**config.mk**
```make
export PLATFORM = sky130hd
export DESIGN_NAME = traffic_light_monitor
export DESIGN_NICKNAME = d
export VERILOG_FILES = /design/src/rtl/traffic_pkg.sv /design/src/rtl/light_channel.sv /design/src/rtl/traffic_light_monitor.sv
export SDC_FILE = /design/constraint.sdc
export NUM_CORES = 1
export LEC_CHECK = 0
export CORE_MARGIN = 5
export CORE_UTILIZATION = 30
export CTS_CLUSTER_DIAMETER = 100
export DETAILED_ROUTE_END_ITERATION = 10
export DONT_BUFFER_PORTS = 1
export PLACE_DENSITY_LB_ADDON = 0.15
export SYNTH_ARGS = -nofsm -noshare
export SYNTH_HDL_FRONTEND = slang
export SYNTH_SLANG_ARGS = --single-unit
export TNS_END_PERCENT = 10
```
**constraint.sdc**
```tcl
create_clock -name clk -period 2.6 [get_ports clk]
set_clock_uncertainty 0.05 [all_clocks]
set_input_delay 0.52 -clock clk [delete_from_list [all_inputs] [get_ports clk]]
set_output_delay 0.52 -clock clk [all_outputs]
set_load 0.02 [all_outputs]
```
**src/rtl/traffic_pkg.sv**
```systemverilog
// Shared lamp encodings, ASCII lamp words and the legal-sequence rule for the traffic light monitor.
package traffic_pkg;

    localparam int unsigned LAMP_W = 64;

    typedef enum logic [1:0] {
        CODE_GRN = 2'b00,
        CODE_YEL = 2'b01,
        CODE_RED = 2'b10,
        CODE_INV = 2'b11
    } code_t;

    localparam logic [LAMP_W-1:0] LAMP_GREEN  = "GREEN   ";
    localparam logic [LAMP_W-1:0] LAMP_YELLOW = "YELLOW  ";
    localparam logic [LAMP_W-1:0] LAMP_RED    = "RED     ";

    // Legal steps: GRN->YEL->RED->GRN, and recovery from INV into any valid code.
    function automatic logic is_legal_step(code_t from, code_t to);
        logic ok;
        ok = 1'b0;
        case (from)
            CODE_GRN: ok = (to == CODE_YEL);
            CODE_YEL: ok = (to == CODE_RED);
            CODE_RED: ok = (to == CODE_GRN);
            CODE_INV: ok = (to != CODE_INV);
        endcase
        return ok;
    endfunction

endpackage

```
**src/rtl/light_channel.sv**
```systemverilog
// One road: lamp decode, code/change/dwell registers and per-edge sequence, yellow and invalid checks.
module light_channel
    import traffic_pkg::*;
#(
    parameter int unsigned YEL_MIN = 4,
    parameter int unsigned DW_W    = 16
) (
    input  logic              clk,
    input  logic              rstn,
    input  logic [LAMP_W-1:0] lamp,
    output code_t             code,
    output logic              chg,
    output logic [DW_W-1:0]   dwell,
    output logic              seq_c,
    output logic              yel_c,
    output logic              inv_c
);

    localparam logic [DW_W:0] YEL_MIN_W = (DW_W+1)'(YEL_MIN);

    code_t         decoded_c;
    logic          changed_c;
    logic [DW_W:0] dwell_inc_c;

    // Exact full-word match; any other bit pattern is an invalid lamp.
    always_comb begin
        decoded_c = CODE_INV;
        if (lamp == LAMP_GREEN)       decoded_c = CODE_GRN;
        else if (lamp == LAMP_YELLOW) decoded_c = CODE_YEL;
        else if (lamp == LAMP_RED)    decoded_c = CODE_RED;
    end

    assign changed_c   = (decoded_c != code);
    assign dwell_inc_c = {1'b0, dwell} + (DW_W+1)'(1);

    // Violations flagged at the edge that commits the change; extra-wide increment avoids wrap at saturation.
    always_comb begin
        seq_c = 1'b0;
        yel_c = 1'b0;
        inv_c = 1'b0;
        if (changed_c) begin
            if (decoded_c == CODE_INV) begin
                inv_c = 1'b1;
            end else if (code != CODE_INV) begin
                if (!is_legal_step(code, decoded_c)) begin
                    seq_c = 1'b1;
                end else if (code == CODE_YEL && dwell_inc_c < YEL_MIN_W) begin
                    yel_c = 1'b1;
                end
            end
        end
    end

    always_ff @(posedge clk or negedge rstn) begin
        if (!rstn) begin
            code  <= CODE_INV;
            chg   <= 1'b0;
            dwell <= '0;
        end else begin
            code <= decoded_c;
            chg  <= changed_c;
            if (changed_c) begin
                dwell <= '0;
            end else if (!(&dwell)) begin
                dwell <= dwell_inc_c[DW_W-1:0];
            end
        end
    end

endmodule

```
**src/rtl/traffic_light_monitor.sv**
```systemverilog
// Two-road traffic light monitor: per-road channels plus conflict detection and sticky error flags.
module traffic_light_monitor
    import traffic_pkg::*;
#(
    parameter int unsigned YEL_MIN = 4,
    parameter int unsigned DW_W    = 16
) (
    input  logic              clk,
    input  logic              rstn,
    input  logic [LAMP_W-1:0] l_a,
    input  logic [LAMP_W-1:0] l_b,
    input  logic              clr,
    output logic [1:0]        code_a,
    output logic [1:0]        code_b,
    output logic              chg_a,
    output logic              chg_b,
    output logic [DW_W-1:0]   dwell_a,
    output logic [DW_W-1:0]   dwell_b,
    output logic              conflict,
    output logic              err_cfl,
    output logic              err_seq,
    output logic              err_yel,
    output logic              err_inv
);

    code_t code_a_q;
    code_t code_b_q;
    logic  seq_a_c, yel_a_c, inv_a_c;
    logic  seq_b_c, yel_b_c, inv_b_c;

    light_channel #(.YEL_MIN(YEL_MIN), .DW_W(DW_W)) u_chan_a (
        .clk   (clk),
        .rstn  (rstn),
        .lamp  (l_a),
        .code  (code_a_q),
        .chg   (chg_a),
        .dwell (dwell_a),
        .seq_c (seq_a_c),
        .yel_c (yel_a_c),
        .inv_c (inv_a_c)
    );

    light_channel #(.YEL_MIN(YEL_MIN), .DW_W(DW_W)) u_chan_b (
        .clk   (clk),
        .rstn  (rstn),
        .lamp  (l_b),
        .code  (code_b_q),
        .chg   (chg_b),
        .dwell (dwell_b),
        .seq_c (seq_b_c),
        .yel_c (yel_b_c),
        .inv_c (inv_b_c)
    );

    assign code_a = code_a_q;
    assign code_b = code_b_q;

    // GRN and YEL are the only codes with bit 1 clear, so both roads "go" exactly when both MSBs are low.
    assign conflict = ~code_a_q[1] & ~code_b_q[1];

    // Sticky merge: a violation on the same edge as clr keeps the flag set.
    always_ff @(posedge clk or negedge rstn) begin
        if (!rstn) begin
            err_cfl <= 1'b0;
            err_seq <= 1'b0;
            err_yel <= 1'b0;
            err_inv <= 1'b0;
        end else begin
            err_cfl <= (err_cfl & ~clr) | conflict;
            err_seq <= (err_seq & ~clr) | seq_a_c | seq_b_c;
            err_yel <= (err_yel & ~clr) | yel_a_c | yel_b_c;
            err_inv <= (err_inv & ~clr) | inv_a_c | inv_b_c;
        end
    end

endmodule

```
==> results.md, run 1 <==
- Sequential standard cell area: 1060 um^2
- Yosys top cell area share: 0.305
- Yosys warning total: 0
- Filler cell count in the final layout: 1067
- Element type at the critical path start: flip-flop
- Post-synthesis compound-gate area fraction: 0.143
- Share of synthesized flip-flops with an asynchronous set or reset: 1.00
- CTS Buf Count: 5
- CTS H-tree lvls: 2
- Arithmetic-cell share of the synthesized area counting full adders, half adders and majority gates: 0.00804
- Total Routed Length: 9410 um
- Class of the worst hold path: in -> async
- DRC violation count after routing: 0
- Synth area leader: dfrtp_1
- Number of global-route vias before repair: 2947
- Setup slack, reg-to-reg: 260 ps
- Total number of vias: 2779
- Initial cell density of the core: 0.304
- Largest net degree at the start of global routing: 39
- Outcome: finished clean
- Worst endpoint required time: 2770 ps
- Endpoint of the worst-slack reg-to-reg timing path: u_chan_b.dwell[2]
- Synth top area cells: dfrtp_1, nor2_1, nand4_1
- Maximum ir drop on the vdd rail: 166 uV
- Seq cells post-synth: 42
- Post-detail-place hpwl: 7560 um
- Hold Fails Final Rpt: 0
- Number of cell rows: 37
- Worst hold slack: 2.25 ps
- Final Critical Period: 2340 ps
- Relative area change from synthesis to final layout: 13.4%
- Slew Limit Headroom: 0.644
- Dominant combinational cell family by area after synthesis: simple AND/OR/NAND/NOR gates
- Share of the yosys chip area belonging to registers: 0.339
- Instance count of the mapped netlist: 347
- Share of power burned in the clock network: 0.371
- Post-CTS setup buffer count: 0
- Cell Chain, Critical Path: ha_1 > nand4_1 > or3_1 > nor3_2 > and3_1 > inv_2 > a21oi_1
- Power density cells: 316 nW/um^2
- Setup violations, final: 0
- Xor and xnor area share after synthesis: 0.0675
- Critical path destination: u_chan_b.dwell[2]
- TritonCTS clock tree: yes
- Cell internal pwr: 0.863 mW
- Number of primary I/O pins: 174
- Clock transition at path regs: 90 ps
- Part of the total power dissipated in combinational logic: 0.043
- Post-Synth Simple-Gate Area: 0.383
- Diode count: 0
- Post-synthesis cell type count: 65
- Number of nets still failing antenna checks after routing: 0
- Maximum frequency from static timing analysis: 0.428 GHz
- Sequential fraction of design power: 0.586
- Psw: 0.252 mW
- Total of max-cap violations: 0
- Final weighted congestion of routability-driven global placement: 0.810
- Post-synthesis area per instance: 8.97 um^2
- Number of nets in the layout: 501
- Critical path buffer and inverter count: 1
- Cts repair resizes: 0
- Total global-route track usage: 0.147
- Global-route wire length before repair: 15100 um
- Slowest stage cell, crit path: or3_1
- Final sum of negative setup slack: 0 ps
- Clock tree root buffer cell: clkbuf_8
- Share of the clock period used by the worst path: 0.899
- Register-to-Register Path Depth: 7
- Critical path class: reg -> reg
- Sum of overflow across all layers after global routing: 0
- Die width: 112 um
- Delay-heaviest family, CP: simple AND/OR/NAND/NOR gates
- Leakage: 1.31 nW
- Area of combinational cells with multiple inputs: 1960 um^2
- Ratio of cells with drive above 1 in the final layout: 0.190
- Crit end category: flip-flop
- Mux contribution to synthesized area: 0.0269
- Switching Share: 0.226
- Antenna violations before repair: 0
- First-pass detailed-route iteration total: 4
- Max-slew violation count: 0
- Hold-fix buffers, CTS: 2
- Mean routed wirelength per cell: 18.7 um
- Die extent in y: 112 um
- RSZ-0062 raised after global routing: false
- Count of input and output buffers: 0
- Delay of the slowest cell on the worst path: 450 ps
- Worst-Skew Late Latency: 300 ps
- Post-Syn Area: 3110 um^2
- Bufs on Longest Clock Path: 2
- Critical path data arrival time: 2510 ps
- Critical Path Source: u_chan_b.dwell[0]
- Post-synthesis net count: 480
- Crit. path cell count: 7
- Area inside the core boundary: 10200 um^2
- Final standard cell utilization of the core: 0.345
- Number of vias per cell after detailed routing: 5.51
- TritonCTS sink count: 42
- Post-synth EDFFs: 0
- Worst reg2reg startpoint: u_chan_b.dwell[0]
- Violation count after the first detailed-route iteration: 84
- Synth Flop Type: dfrtp_1
- Actual transition at the worst max-transition pin: 529 ps
- Die Area: 12500 um^2
- Top fanout value on the critical path: 10
-- sequential cells by signal, indices dropped and copies added, names as in the netlist --
register and count:
u_chan_a.dwell 16, u_chan_b.dwell 16, u_chan_a.code 2, u_chan_b.code 2, err_cfl 1, err_inv 1, err_seq 1, err_yel 1
u_chan_a.chg 1, u_chan_b.chg 1
-- metrics by stage --
| step | setup WS, ps | power, mW | instance area, um^2 | cells |
|---|---|---|---|---|
| after floorplan | 354 | 0.692 | 3110 | 347 |
| after global placement | 217 | 0.694 | 3410 | 494 |
| after detailed placement | 217 | 0.694 | 3410 | 494 |
| after CTS | 273 | 1.13 | 3520 | 503 |
| after global routing | 86.7 | 1.16 | 3530 | 504 |
| final | 263 | 1.12 | 3530 | 504 |
-- worst min-delay path by stage --
stage / startpoint / end / slack (ps) / cells after the start
global placement: rstn / u_chan_a.dwell[5] / 180 / 0
detailed placement: rstn / u_chan_a.dwell[5] / 180 / 0
CTS: rstn / u_chan_a.code[1] / 9 / 0
global route: rstn / u_chan_a.dwell[5] / 10 / 1
floorplan: rstn / err_cfl / 170 / 0
finish: rstn / u_chan_a.dwell[7] / 2 / 1
-- power by group through the flow --
| stage | Combinational (mW) | Sequential (mW) | Clock, mW |
|---|---|---|---|
| after floorplan | 0.0260 | 0.666 | 0 |
| after global placement | 0.0279 | 0.666 | 0 |
| after detailed placement | 0.0286 | 0.666 | 0 |
| after CTS | 0.0479 | 0.653 | 0.433 |
| after global routing | 0.0552 | 0.653 | 0.455 |
| final | 0.0481 | 0.653 | 0.414 |
-- cells in the mapped netlist (8+ instances only) --
cell,instances
dfrtp_1,38
nor2_1,38
nand3_1,22
nand2_1,21
nand4_1,21
nor3_1,17
a21oi_1,16
xor2_1,13
nor4_1,11
xnor2_1,11
a21oi_2,9
inv_1,8
nor4b_1,8
-- final cells by class --
cell class / instances / area share
clock buffers: 7 / 0.0216
inverters: 9 / 0.00957
multi-input cells: 284 / 0.554
flip-flops and latches: 42 / 0.299
well taps: 136 / 0.0482
repair buffers: 26 / 0.0673
-- logic make-up (layout without fill, tap and decap cells) --
group / after synthesis / after routing
compound gates: 59 / 59
mux: 8 / 8
simple gates: 191 / 191
buf+inv: 21 / 42
fa+ha+maj: 2 / 2
flops: 42 / 42
xor+xnor: 24 / 24
-- placed cells by master (no fill, tap or decap), types with 3 or more instances in the layout --
master | Yosys | layout
nor3_1 | 17 | 17
o21ai_0 | 6 | 6
nand4_1 | 21 | 21
a21o_1 | 3 | 3
and3_1 | 3 | 3
inv_1 | 8 | 8
xor2_1 | 13 | 13
a211oi_1 | 3 | 3
nor2_2 | 3 | 3
clkbuf_8 | 0 | 5
a31oi_1 | 3 | 3
nand4b_1 | 5 | 5
nand3_1 | 22 | 22
nor2_1 | 38 | 38
nor4b_2 | 4 | 4
mux2i_1 | 5 | 5
buf_4 | 1 | 21
nand2b_1 | 4 | 4
nand2_1 | 21 | 21
nor4_1 | 11 | 11
nor4bb_1 | 4 | 4
buf_12 | 0 | 3
nor4_2 | 3 | 3
or2_2 | 4 | 4
a21oi_2 | 9 | 9
nor3_2 | 3 | 3
a21oi_1 | 16 | 16
nor4b_1 | 8 | 8
dfrtp_1 | 38 | 38
xnor2_1 | 11 | 11
dfstp_2 | 4 | 4
nor3b_1 | 3 | 3
and2_1 | 3 | 3
-- layer usage --
layer,global-route usage,vias up,wire (um)
li1,-,1353,-
met1,0.190,1305,4020
met2,0.240,113,4480
met3,0.0462,8,824
met4,0.0373,0,86
met5,0,-,0
-- worst register-to-register path: stages (launching register included) --
cell and delay [ps]:
dfrtp_1 420, ha_1 260, nand4_1 160, or3_1 450, nor3_2 270, and3_1 330
inv_2 180, a21oi_1 160
Power figures use the tool's default switching activity.
==> run 2, diff against run 1 <==
HOLD_SLACK_MARGIN = 0.08   (was unset)
SKIP_CTS_REPAIR_TIMING = 1   (was unset)
==> run 2 against run 1 <==
  * Core utilization about the same
  * Design area about the same
  * First-iteration DRC count increased by 17%
  * Die area unchanged
  * Via count decreased by 0.29%
  * Combinational power decreased by 1%
  * Register-to-register slack about the same
  * Non-clock buffer count decreased by 1
  * Maximum frequency about the same
  * Critical endpoint unchanged
  * Largest cell class unchanged
==> results.md, run 2 (same netlist as run 1, synthesis figures left out) <==
- Finished Layout Cells: 503 (-0.20%)
- Area of combinational cells with multiple inputs: 1960 um^2 (unchanged)
- Final weighted congestion of routability-driven global placement: 0.810 (unchanged)
- Critical Path Source: u_chan_b.dwell[0]
- Antenna violations before repair: 0 (unchanged)
- Critical path data arrival time: 2510 ps (about the same)
- Total global-route track usage: 0.143 (-0.00397)
- Violation count after the first detailed-route iteration: 98 (+17%)
- Setup violations, final: 0 (unchanged)
- Filler cell count in the final layout: 1068 (+0.094%)
- Share of power burned in the clock network: 0.371 (about the same)
- Final Critical Period: 2340 ps (+0.601 ps)
- Number of primary I/O pins: 174 (unchanged)
- Diode count: 0 (unchanged)
- Leakage: 1.31 nW (about the same)
- Class of the worst hold path: in -> reg
- Die extent in y: 112 um (unchanged)
- Cell internal pwr: 0.863 mW (about the same)
- Global route hottest layer: met2
- Number of vias per cell after detailed routing: 5.51 (about the same)
- Worst endpoint required time: 2770 ps (about the same)
- Part of the total power dissipated in combinational logic: 0.043 (about the same)
- Switching Share: 0.225 (-0.00150)
- Placed Cells incl. Taps: 494 (unchanged)
- TritonCTS sink count: 42 (unchanged)
- Relative area change from synthesis to final layout: 13.3% (about the same)
- Die Area: 12500 um^2 (unchanged)
- Met3 capacity usage during global routing: 0.0467 (+0.000543)
- Maximum ir drop on the vdd rail: 165 uV (about the same)
- Clock transition at path regs: 80 ps (about the same)
- Area inside the core boundary: 10200 um^2 (unchanged)
- Number of nets still failing antenna checks after routing: 0 (unchanged)
- Ratio of cells with drive above 1 in the final layout: 0.191 (+0.000518)
- Number of global-route vias before repair: 2927 (-0.68%)
- Total number of vias: 2771 (-0.29%)
- Number of cell rows: 37 (unchanged)
- Hold Fails Final Rpt: 0 (unchanged)
- Initial cell density of the core: 0.304 (unchanged)
- Maximum frequency from static timing analysis: 0.428 GHz (about the same)
- Outcome: finished clean
- Total of max-cap violations: 0 (unchanged)
- CTS H-tree lvls: 2 (unchanged)
- Top fanout value on the critical path: 10 (unchanged)
- TritonCTS clock tree: yes
- First-pass detailed-route iteration total: 4 (unchanged)
- Post-detail-place hpwl: 7560 um (unchanged)
- Global-route wire length before repair: 14900 um (-1.8%)
- Power density cells: 315 nW/um^2 (-0.12%)
- Die width: 112 um (unchanged)
- Most frequent cells in the layout: nor2_1, dfrtp_1, nand3_1
- Final sum of negative setup slack: 0 ps (unchanged)
- Element type at the critical path start: flip-flop
- Max-slew violation count: 0 (unchanged)
- Worst reg2reg startpoint: u_chan_b.dwell[0]
- DRC violation count after routing: 0 (unchanged)
- Slew Limit Headroom: 0.644 (unchanged)
- Sequential fraction of design power: 0.587 (about the same)
- Bufs on Longest Clock Path: 2 (unchanged)
- Actual transition at the worst max-transition pin: 529 ps (unchanged)
- Hold Crit Start: clr
- Sequential standard cell area: 1060 um^2 (unchanged)
- M2 GR Usage: 0.236 (-0.00400)
- Largest net degree at the start of global routing: 43 (+10%)
- Mean routed wirelength per cell: 18.3 um (-1.8%)
- Total Routed Length: 9220 um (-2.0%)
- RSZ-0062 raised after global routing: false
- CTS Buf Count: 5 (unchanged)
- Number of nets in the layout: 500 (-0.20%)
- Worst-Skew Late Latency: 300 ps (about the same)
- Clock tree root buffer cell: clkbuf_8
- Share of the clock period used by the worst path: 0.899 (about the same)
- Critical path class: reg -> reg
- Count of input and output buffers: 0 (unchanged)
- Crit end category: flip-flop
- Psw: 0.250 mW (-0.85%)
- Sum of overflow across all layers after global routing: 0 (unchanged)
- Biggest regs: u_chan_a.dwell x16, u_chan_b.dwell x16
- Met1 track demand over resource in global routing: 0.181 (-0.00868)
## run 2: worst max-delay path, cell delays in order, from the launching register on
cell,delay [ps]
dfrtp_1,420
ha_1,250
nand4_1,150
or3_1,450
nor3_2,270
and3_1,330
inv_2,180
a21oi_1,160
## run 2: metrics by stage
stage	setup slack (ps)	cell area [um^2]	power, mW	hold WS [ps]	utilization
4_1_cts	273	3490	1.12	-153	0.341
5_1_grt	86.7	3530	1.16	361	0.345
6_report	262	3530	1.11	366	0.345
3_3_place_gp	217	3410	0.694	176	0.334
3_5_place_dp	217	3410	0.694	176	0.334
2_1_floorplan	354	3110	0.692	174	-
## run 2: area by class of cell
| cell class | instances | share of cell area |
|---|---|---|
| Clock buffer | 7 | 0.0216 |
| Inverter | 9 | 0.00957 |
| Multi-Input combinational cell | 284 | 0.555 |
| Sequential cell | 42 | 0.299 |
| Tap cell | 136 | 0.0482 |
| Timing Repair Buffer | 25 | 0.0667 |
## run 2: layer usage
metal	wire length, um	vias to the layer above	share of wire
met5	0	-	0
met4	86	0	0.0093
met3	822	8	0.089
met2	4450	115	0.48
met1	3860	1297	0.42
li1	-	1351	-
## run 2: worst paths after layout
kind	end	slack, ps	cells after the start
worst max-delay path	u_chan_b.dwell[2]	260	7
worst min-delay path	err_yel	370	2
worst max register to register	u_chan_b.dwell[2]	260	7
worst min register to register	u_chan_a.dwell[1]	600	3
max in group asynchronous	u_chan_a.code[1]	1550	2
min in group asynchronous	u_chan_a.dwell[7]	670	2
## run 2: power groups by stage
stage	Clock, mW	Combinational (mW)	Sequential [mW]
floorplan	0	0.0260	0.666
global placement	0	0.0279	0.666
detailed placement	0	0.0286	0.666
CTS	0.433	0.0287	0.653
global route	0.455	0.0543	0.653
finish	0.413	0.0475	0.653
==> run 3, diff against run 2 <==
CTS_CLUSTER_SIZE = 20   (was unset)
PLACE_DENSITY = 0.45   (was unset)
PLACE_DENSITY_LB_ADDON = unset   (was 0.15)
==> run 3 against run 2 <==
  * Maximum frequency up 1.8%
  * Critical path depth unchanged
  * Die area unchanged
  * Wire length grew 0.99%
  * Total power grew 9.2%
  * Global-route usage is 0.41 points higher
  * Core utilization increased by 0.18 points
  * Largest cell class unchanged
  * Non-clock buffer count did not move
  * Sequential share of layout area down 0.16 points
  * Final cell count is 0.20% higher
  * Combinational power is 1% lower
==> results.md, run 3 (same netlist as run 1, synthesis figures left out) <==
- Die extent in y: 112 um (unchanged)
- Area inside the core boundary: 10200 um^2 (unchanged)
- Final sum of negative setup slack: 0 ps (unchanged)
- Initial cell density of the core: 0.304 (unchanged)
- Final weighted congestion of routability-driven global placement: 0.805 (-0.63%)
- Worst reg2reg startpoint: u_chan_b.dwell[1]
- Number of nets still failing antenna checks after routing: 0 (unchanged)
- Largest net degree at the start of global routing: 43 (unchanged)
- Die width: 112 um (unchanged)
- Most frequent cells in the layout: nor2_1, dfrtp_1, nand3_1, buf_4
- Hold Fails Final Rpt: 0 (unchanged)
- RSZ-0062 raised after global routing: false
- Relative area change from synthesis to final layout: 13.9%
- Number of nets in the layout: 500 (unchanged)
- CTS Buf Count: 5 (unchanged)
- Setup violations, final: 0 (unchanged)
- Total number of vias: 2778 (+0.25%)
- Worst-Skew Late Latency: 290 ps (about the same)
- Leakage: 1.32 nW (+0.83%)
- Number of primary I/O pins: 174 (unchanged)
- Class of the worst hold path: in -> reg
- Antenna violations before repair: 0 (unchanged)
- Global-route wire length before repair: 15400 um (+3.9%)
- Count of input and output buffers: 0 (unchanged)
- Bufs on Longest Clock Path: 2 (unchanged)
- Ratio of cells with drive above 1 in the final layout: 0.196 (+0.00492)
- TritonCTS clock tree: yes
- Actual transition at the worst max-transition pin: 525 ps (-4.75 ps)
- Maximum frequency from static timing analysis: 0.435 GHz (+1.8%)
- Maximum ir drop on the vdd rail: 194 uV (+17%)
- Register-to-Register Path Depth: 7 (unchanged)
- Top fanout value on the critical path: 10 (unchanged)
- Worst endpoint required time: 2780 ps (about the same)
- Post-detail-place hpwl: 7770 um (+2.8%)
- Diode count: 0 (unchanged)
- Crit end category: flip-flop
- Share of the clock period used by the worst path: 0.884 (-0.0156)
- Psw: 0.251 mW (+0.34%)
- Hold Crit Start: clr
- Violation count after the first detailed-route iteration: 180 (+84%)
- Setup slack, reg-to-reg: 300 ps (+40 ps)
- DRC violation count after routing: 0 (unchanged)
- Part of the total power dissipated in combinational logic: 0.039 (-0.004)
- Clock transition at path regs: 80 ps (about the same)
- Number of global-route vias before repair: 2996 (+2.4%)
- Number of vias per cell after detailed routing: 5.51 (about the same)
- Slew Limit Headroom: 0.647 (+0.00319)
- Delay of the slowest cell on the worst path: 460 ps (about the same)
- Total of max-cap violations: 0 (unchanged)
- Cell count of the worst hold path: 2 (unchanged)
- Die Area: 12500 um^2 (unchanged)
- Switching Share: 0.206 (-0.0183)
- Outcome: finished clean
- Total global-route track usage: 0.147 (+0.00410)
- Slowest stage cell, crit path: or3_1
- Endpoint of the worst hold path: err_yel
- Clock tree root buffer cell: clkbuf_8
- Biggest regs: u_chan_a.dwell x16, u_chan_b.dwell x16
- Cell area reported after detailed placement: 3400 um^2 (-0.37%)
- Cell Chain, Critical Path: ha_1 > nand4_1 > or3_1 > nor3_2 > and3_2 > inv_2 > a21oi_1
- Sum of overflow across all layers after global routing: 0 (unchanged)
- Endpoint of the worst-slack reg-to-reg timing path: u_chan_b.dwell[2]
- Critical path data arrival time: 2470 ps (-40 ps)
- CTS H-tree lvls: 2 (unchanged)
- First-pass detailed-route iteration total: 5 (+1)
- Total Routed Length: 9310 um (+0.99%)
- Power density cells: 343 nW/um^2 (+8.7%)
- Share of power burned in the clock network: 0.424 (+0.053)
- Mean routed wirelength per cell: 18.5 um (+0.79%)
- Number of cell rows: 37 (unchanged)
- Sequential fraction of design power: 0.537 (-0.050)
- Element type at the critical path start: flip-flop
- Max-slew violation count: 0 (unchanged)
- Final design instance area without fill: 3550 um^2 (+0.53%)
- TritonCTS sink count: 42 (unchanged)
- Final Critical Period: 2300 ps (-40.5 ps)
- Critical path class: reg -> reg
- Cell internal pwr: 0.965 mW (+12%)
## run 3: final cells by class
type	count	area, um^2
Multi-Input combinational cell	284	1960
Clock buffer	7	76.3
Clock inverter	1	30.0
Fill cell	1029	6680
Inverter	9	33.8
Timing Repair Buffer	25	223
Sequential cell	42	1060
Tap cell	136	170
## run 3: power groups by stage
stage | logic (mW) | registers, mW | clock network [mW]
6_report | 0.0470 | 0.653 | 0.516
2_1_floorplan | 0.0260 | 0.666 | 0
3_5_place_dp | 0.0282 | 0.666 | 0
4_1_cts | 0.0283 | 0.653 | 0.535
5_1_grt | 0.0542 | 0.653 | 0.564
3_3_place_gp | 0.0279 | 0.666 | 0
## run 3: worst max-delay path by stage
| stage | endpoint | start |
|---|---|---|
| CTS | u_chan_b.dwell[2] | u_chan_b.dwell[1] |
| global placement | err_yel | u_chan_a.dwell[2] |
| floorplan | u_chan_b.dwell[1] | u_chan_b.dwell[0] |
| finish | u_chan_b.dwell[2] | u_chan_b.dwell[1] |
| global route | u_chan_b.dwell[6] | u_chan_b.dwell[1] |
| detailed placement | u_chan_a.dwell[13] | l_a[3] |
## run 3: metrics by stage
stage / power, mW / hold WS (ps) / cells / setup slack (ps) / utilization
6_report: 1.22 / 351 / 504 / 302 / 0.347
2_1_floorplan: 0.692 / 174 / 347 / 354 / -
4_1_cts: 1.22 / -152 / 502 / 204 / 0.343
3_3_place_gp: 0.694 / 176 / 494 / 142 / 0.333
3_5_place_dp: 0.694 / 176 / 494 / 133 / 0.333
5_1_grt: 1.27 / 366 / 504 / 97.4 / 0.347
## run 3: worst max-delay path, delay by kind of cell, from the launching register on
family / cells / cell delay (ps)
AOI/OAI and AO/OA: 1 / 150
DFF: 1 / 440
and+or+nand+nor: 4 / 1170
adders and majority gates: 1 / 270
buffers and inverters: 1 / 130
## run 3: per-layer routing
layer,vias up,share of wire,track usage
met2,130,0.49,0.251
li1,1349,-,-
met5,-,0,0
met1,1290,0.40,0.183
met3,9,0.099,0.0473
met4,0,0.010,0.0324
